[src/rtl/w_bcd_display_if.sv]
// Bus between the W-register consumer side and the BCD display block:
// capture strobe and value in, conversion status, digits and segment drive out.
interface w_bcd_display_if #(
  parameter int W_WIDTH = 5
);
  logic [W_WIDTH-1:0] w_in;
  logic               w_valid;
  logic               busy;
  logic               done;
  logic [3:0]         bcd_tens;
  logic [3:0]         bcd_ones;
  logic [6:0]         seg;
  logic [1:0]         digit_en;

  modport master (
    output w_in, w_valid,
    input  busy, done, bcd_tens, bcd_ones, seg, digit_en
  );

  modport slave (
    input  w_in, w_valid,
    output busy, done, bcd_tens, bcd_ones, seg, digit_en
  );
endinterface

[src/rtl/w_bcd_display.sv]
// Captures the W register value, converts it to two BCD digits with a
// shift-add-3 FSM, and scans the result onto a 2-digit 7-segment display.
module w_bcd_display #(
  parameter int W_WIDTH  = 5,
  parameter int SCAN_DIV = 4
) (
  input logic            clk,
  input logic            reset,
  w_bcd_display_if.slave bus
);
  localparam int CNT_W  = $clog2(W_WIDTH + 1);
  localparam int SCAN_W = $clog2(SCAN_DIV);

  typedef enum logic [1:0] {IDLE, SHIFT, DONE} state_t;

  state_t             state;
  logic [W_WIDTH-1:0] bin_sr;
  logic [3:0]         scr_tens;
  logic [3:0]         scr_ones;
  logic [CNT_W-1:0]   shift_cnt;
  logic               busy_q;
  logic               done_q;
  logic [3:0]         tens_q;
  logic [3:0]         ones_q;
  logic [SCAN_W-1:0]  scan_cnt;
  logic [1:0]         digit_en_q;
  logic [6:0]         seg_c;

  // One double-dabble step: correct nibbles >= 5, then shift the binary MSB in.
  logic [3:0] adj_tens, adj_ones, nxt_tens, nxt_ones;
  assign adj_tens = (scr_tens >= 4'd5) ? scr_tens + 4'd3 : scr_tens;
  assign adj_ones = (scr_ones >= 4'd5) ? scr_ones + 4'd3 : scr_ones;
  assign nxt_ones = {adj_ones[2:0], bin_sr[W_WIDTH-1]};
  assign nxt_tens = {adj_tens[2:0], adj_ones[3]};

  // The counter stage updates on the falling edge, so this block does too.
  // NOTE: state registers use <= so every register sees pre-edge values of the others.
  always_ff @(negedge clk or posedge reset) begin
    if (reset) begin
      state     <= IDLE;
      bin_sr    <= '0;
      scr_tens  <= '0;
      scr_ones  <= '0;
      shift_cnt <= '0;
      busy_q    <= 1'b0;
      done_q    <= 1'b0;
      tens_q    <= '0;
      ones_q    <= '0;
    end else begin
      done_q <= 1'b0;
      case (state)
        IDLE: begin
          if (bus.w_valid) begin
            bin_sr    <= bus.w_in;
            scr_tens  <= '0;
            scr_ones  <= '0;
            shift_cnt <= CNT_W'(W_WIDTH);
            busy_q    <= 1'b1;
            state     <= SHIFT;
          end
        end
        SHIFT: begin
          scr_tens  <= nxt_tens;
          scr_ones  <= nxt_ones;
          bin_sr    <= bin_sr << 1;
          shift_cnt <= shift_cnt - CNT_W'(1);
          if (shift_cnt == CNT_W'(1)) begin
            tens_q <= nxt_tens;
            ones_q <= nxt_ones;
            busy_q <= 1'b0;
            done_q <= 1'b1;
            state  <= DONE;
          end
        end
        DONE:    state <= IDLE;
        default: state <= IDLE;
      endcase
    end
  end

  // Free-running scan; the digit select flips each time the counter wraps.
  always_ff @(negedge clk or posedge reset) begin
    if (reset) begin
      scan_cnt   <= '0;
      digit_en_q <= 2'b01;
    end else if (scan_cnt == SCAN_W'(SCAN_DIV - 1)) begin
      scan_cnt   <= '0;
      digit_en_q <= ~digit_en_q;
    end else begin
      scan_cnt <= scan_cnt + SCAN_W'(1);
    end
  end

  function automatic logic [6:0] seg_of(input logic [3:0] d);
    case (d)
      4'd0:    return 7'h3F;
      4'd1:    return 7'h06;
      4'd2:    return 7'h5B;
      4'd3:    return 7'h4F;
      4'd4:    return 7'h66;
      4'd5:    return 7'h6D;
      4'd6:    return 7'h7D;
      4'd7:    return 7'h07;
      4'd8:    return 7'h7F;
      4'd9:    return 7'h6F;
      default: return 7'h00;
    endcase
  endfunction

  // Tens digit is blanked when zero; the ones digit always shows.
  always_comb begin
    // NOTE: default first so no path leaves seg_c unassigned and infers a latch.
    seg_c = 7'h00;
    if (digit_en_q[1]) begin
      if (tens_q != 4'd0) seg_c = seg_of(tens_q);
    end else begin
      seg_c = seg_of(ones_q);
    end
  end

  assign bus.busy     = busy_q;
  assign bus.done     = done_q;
  assign bus.bcd_tens = tens_q;
  assign bus.bcd_ones = ones_q;
  assign bus.seg      = seg_c;
  assign bus.digit_en = digit_en_q;
endmodule

[src/flat_wrapper.sv]
// flat-port wrapper written by rule: the top's interface ports become plain ports
module w_bcd_display_flat 
#(
  parameter int W_WIDTH  = 5,
  parameter int SCAN_DIV = 4
)
  (clk, reset, bus_w_in, bus_w_valid, bus_busy, bus_done, bus_bcd_tens, bus_bcd_ones, bus_seg, bus_digit_en);
  w_bcd_display_if #(.W_WIDTH(W_WIDTH)) bus_i ();
  input logic clk;
  input logic reset;
  input wire logic [$bits(bus_i.w_in)-1:0] bus_w_in;
  input wire logic [$bits(bus_i.w_valid)-1:0] bus_w_valid;
  output wire logic [$bits(bus_i.busy)-1:0] bus_busy;
  output wire logic [$bits(bus_i.done)-1:0] bus_done;
  output wire logic [$bits(bus_i.bcd_tens)-1:0] bus_bcd_tens;
  output wire logic [$bits(bus_i.bcd_ones)-1:0] bus_bcd_ones;
  output wire logic [$bits(bus_i.seg)-1:0] bus_seg;
  output wire logic [$bits(bus_i.digit_en)-1:0] bus_digit_en;
  assign bus_i.w_in = bus_w_in;
  assign bus_i.w_valid = bus_w_valid;
  assign bus_busy = bus_i.busy;
  assign bus_done = bus_i.done;
  assign bus_bcd_tens = bus_i.bcd_tens;
  assign bus_bcd_ones = bus_i.bcd_ones;
  assign bus_seg = bus_i.seg;
  assign bus_digit_en = bus_i.digit_en;
  w_bcd_display #(.W_WIDTH(W_WIDTH), .SCAN_DIV(SCAN_DIV)) u_core (.clk(clk), .reset(reset), .bus(bus_i));
endmodule
[config.mk]
export PLATFORM = sky130hd
export DESIGN_NAME = w_bcd_display_flat
export DESIGN_NICKNAME = d
export VERILOG_FILES = /design/src/rtl/w_bcd_display_if.sv /design/src/rtl/w_bcd_display.sv /design/src/flat_wrapper.sv
export SDC_FILE = /design/constraint.sdc
export NUM_CORES = 1
export LEC_CHECK = 0
export BUFFER_PORTS_ARGS = -buffer_cell sky130_fd_sc_hd__buf_2
export CAP_MARGIN = 20
export CORE_ASPECT_RATIO = 1.4
export CORE_UTILIZATION = 51
export DETAILED_ROUTE_END_ITERATION = 8
export GPL_TIMING_DRIVEN = 1
export PLACE_DENSITY = 0.75
export SYNTH_ARGS = -nofsm -noshare
export SYNTH_HDL_FRONTEND = slang
export SYNTH_SLANG_ARGS = --single-unit
[constraint.sdc]
create_clock -name clk -period 1.5 [get_ports clk]
set_input_delay 0.15 -clock clk [delete_from_list [all_inputs] [get_ports clk]]
set_output_delay 0.15 -clock clk [all_outputs]
set_load 0.01 [all_outputs]
# After elaboration in Yosys (flattened, before gate mapping)
# Memory sizes are Yosys's and may differ from the RTL's.
# Cells that the tools add are included.
totals:
  inputBits: 8
  rom_bits: 224
  wordCells: 52
  memories: 2
  out_inout_bits: 19
  reg_bits: 32
op_classes:
  order_cmp: 2
  n_addsub: 4
  muxes: 20
  n_bitwise: 1
  n_eq_ne: 5
  n_reduce_logical: 7
memory_table:
  columns: ["name", "words", "word_bits", "rd", "rd_ports_with_merged_regs", "wr", "line_no", "source"]
  rows:
  - ["(no name shown)", 16, 7, 1, 0, 0, "w_bcd_display.sv:95", "case (d)"]
  - ["(no name shown)", 16, 7, 1, 0, 0, "w_bcd_display.sv:95", null]
op_table:
  columns: ["operator", "n"]
  rows:
  - ["$pmux W4 S2", 2]
  - ["$mux W7", 2]
  - ["$pmux W5 S2", 1]
  - ["$ge A4 B3 Y1 const B", 2]
  - ["$mux W4", 2]
  - ["$mux W2", 3]
  - ["$mux W3", 2]
  - ["$pmux W3 S2", 1]
  - ["$reduce_and A2 Y1", 3]
  - ["$mux W5", 1]
  - ["$add A4 B2 Y4 const B", 1]
  - ["$mux W1", 4]
  - ["$pmux W2 S2", 1]
  - ["$reduce_bool A4 Y1", 1]
  - ["$add A3 B2 Y3 const B", 1]
  - ["$eq A3 B1 Y1 const B", 1]
  - ["$reduce_and A3 Y1", 1]
  - ["$sub A3 B1 Y3 const B", 1]
  - ["$add A2 B1 Y2 const B", 1]
  - ["$eq A2 B1 Y1 const B", 1]
  - ["$eq A2 B2 Y1 const B", 1]
  - ["$logic_not A2 Y1", 1]
  - ["$ne A2 B1 Y1 const B", 1]
  - ["$ne A2 B2 Y1 const B", 1]
  - ["3 further kinds", 3]

# Depth between registers and ports, before layout
logic_depth:
  ltp_word: 3
  mapped_depth: 7
  ltp_nobuf: 7

==> metrics <==
status=complete, but fails checks; failing checks=setup timing; Starting DRT DRC Count=30; ys flop type=dfrtn_1; Seq cells post-synth=32; warnings from Yosys=0; Die ar.=4000 µm²; Critical Path AT=2.40 ns; slowest stage delay, CP=~0.42 ns; CP Buf/Inv Count=2; unrepaired setup endpoints after global routing=yes; HP Start=u_core.scan_cnt[0]; vias after detailed routing=1,683; Worst path slowest cell=dfrtn_1; clk_lat worst skew=0.33 ns; Final Hold Fails=0; Final TNS setup=-11.62 ns; CTS max path bufs=2; Pre-antenna DRT Iters=5; sequential area share after synthesis=0.420; core area=3470 µm²; reg-to-reg slack, setup=-0.04 ns; Routed WL=4950 µm; top cells by area, synth=dfrtn_1 41%, ha_1 12%, o21ai_0 5.2%; Crit path max-delay family=flip-flops; Final #Nets=291; Placer Congestion=between 0.6 and 0.7; Starting Density=0.550; crit path capture type=output pin; Final Non-Filler Cells=306; met2 wire len=2760 µm; asr flop ratio synth=1.00; gr ovfl total=0; die width=approximately 54 µm; Port-buffer cells=26; worst reg2reg startpoint=u_core.scr_ones[1]; Cell Area, Synth=1910 µm²; Critical Path RT=1.35 ns; CTS Hold Bufs=0; post-synth net total=224; antenna cells=0; routed len/inst=16.2 µm; HP Class=register to register; Power Dens Cells=2270 nW/µm²; Pleak=1.32 nW; area leader, netlist=dfrtn_1; Worst Setup SP=u_core.bus.bcd_ones[1]; Synth Area per Inst=9.65 µm²; Final setup viols=21; first-pass GRT wire length=roughly 7300 µm; CTS tree=done; io pins=27; final std cell area, no fill=2800 µm²; Worst IR Drop VDD=around 1700 µV; average vias per placed instance=about 5.5; layout cells sized above 1=0.515; WS Path Type=register to output pin; top layer in use=met4; Post-synth EDFFs=0; post-DP HPWL=between 3000 and 4000 µm; Worst Setup Slack, final=-1.05 ns; final core utilization=0.805; worst slew pin tran=0.432 ns; Power Total=6.35 mW; Cells after DPL=288; Hold WS=0.366 ns; CTS sink count=32; Worst setup SP type=register; CTS H-tree lvls=2; # rows=25; routed wl met3=153 µm; Routed met1 length=1920 µm; die height=74.4 µm; placed inst area=2410 µm²; ANT nets after route=0; CP cell instances=inv_2 > ha_4 > or2_4 > a21oi_2 > nor2_1 > o22ai_2 > buf_2; CTS clock-pin slew for the worst setup and hold paths=roughly 0.05 ns; DRC=0; Syn Inst Count=198; pin count of the biggest net entering global routing=29; initial antenna violation count=0; share of the synthesized area in the top cell type=0.406; CTS root buffer=clkbuf_8; Syn-to-layout area delta=46.4%; most common cell after layout, fill and taps aside=buf_4; DP Worst Slack=-0.777 ns; post-synth cell types=39; GRT Total Usage=0.261; vias in the first global route=1,693; Max Slew Vio Count=0; crit path max fanout=4; Num CTS Buffers=5; most frequent cells in the layout=33 x buf_4, 31 x dfrtn_1, 19 x buf_2; max_slew headroom=0.710; Max Clock Skew=0.0430 ns; MaxCap Viol Count=0
-- sequential cells by signal, summed over array words and instances (netlist names) --
name                 flops
u_core.bus.bcd_ones      4
u_core.bin_sr            5
u_core.state             2
u_core.bus.busy          1
u_core.bus.done          1
u_core.bus.digit_en      2
u_core.bus.bcd_tens      4
u_core.shift_cnt         3
u_core.scan_cnt          2
u_core.scr_tens          4
u_core.scr_ones          4
-- where the power goes --
part	switching [mW]	internal (mW)
clock	0.313	0.321
sequential	0.320	1.21
combinational	2.07	2.12
-- worst paths after layout --
path                                     endpoint  cells after the start
min in group asynchronous      u_core.scan_cnt[1]                      2
min reg2reg                    u_core.scan_cnt[0]                      1
max reg2reg                u_core.bus.bcd_ones[2]                      6
max                                    bus_seg[3]                      7
min                            u_core.scan_cnt[0]                      1
max in group asynchronous     u_core.shift_cnt[2]                      3
-- Yosys cell counts (4+ instances only) --
library cell  count
o22ai_1           5
a22oi_1           5
a21oi_1          18
buf_2             5
o21ai_0          20
inv_1            17
nor2b_1           6
nand2_1          15
a22o_1            4
dfrtn_1          31
ha_1             18
nor2_1           10
-- cell families after synthesis --
family	synth area share
buffers and inverters	0.0648
muxes	0.0432
xor gates and xnor gates	0.0229
DFF	0.420
adders and majority gates	0.118
AOI/OAI and AO/OA	0.187
and+or+nand+nor	0.144
-- layout make-up --
type / count / area [µm²]
Fill cell: 204 / 676
Clock inverter: 3 / 12.5
Timing Repair Buffer: 68 / 541
Sequential cell: 32 / 802
Clock buffer: 6 / 72.6
Multi-Input combinational cell: 140 / 1250
Inverter: 17 / 72.6
Tap cell: 40 / 50.0
-- routing by layer --
layer / global-route usage / vias to the layer above
li1: - / 817
met1: 0.239 / 812
met2: 0.513 / 42
met3: 0.0429 / 12
met4: 0.137 / 0
met5: 0 / -
-- timing repair --
| item | 4_1_cts | 5_1_grt |
|---|---|---|
| pin swaps | 9 | 9 |
| resized for setup | 41 | 20 |
| setup buffers | 4 | 7 |
| endpoints found under the setup margin | 25 | 29 |
Note: power is estimated with default switching activity, not from simulation.
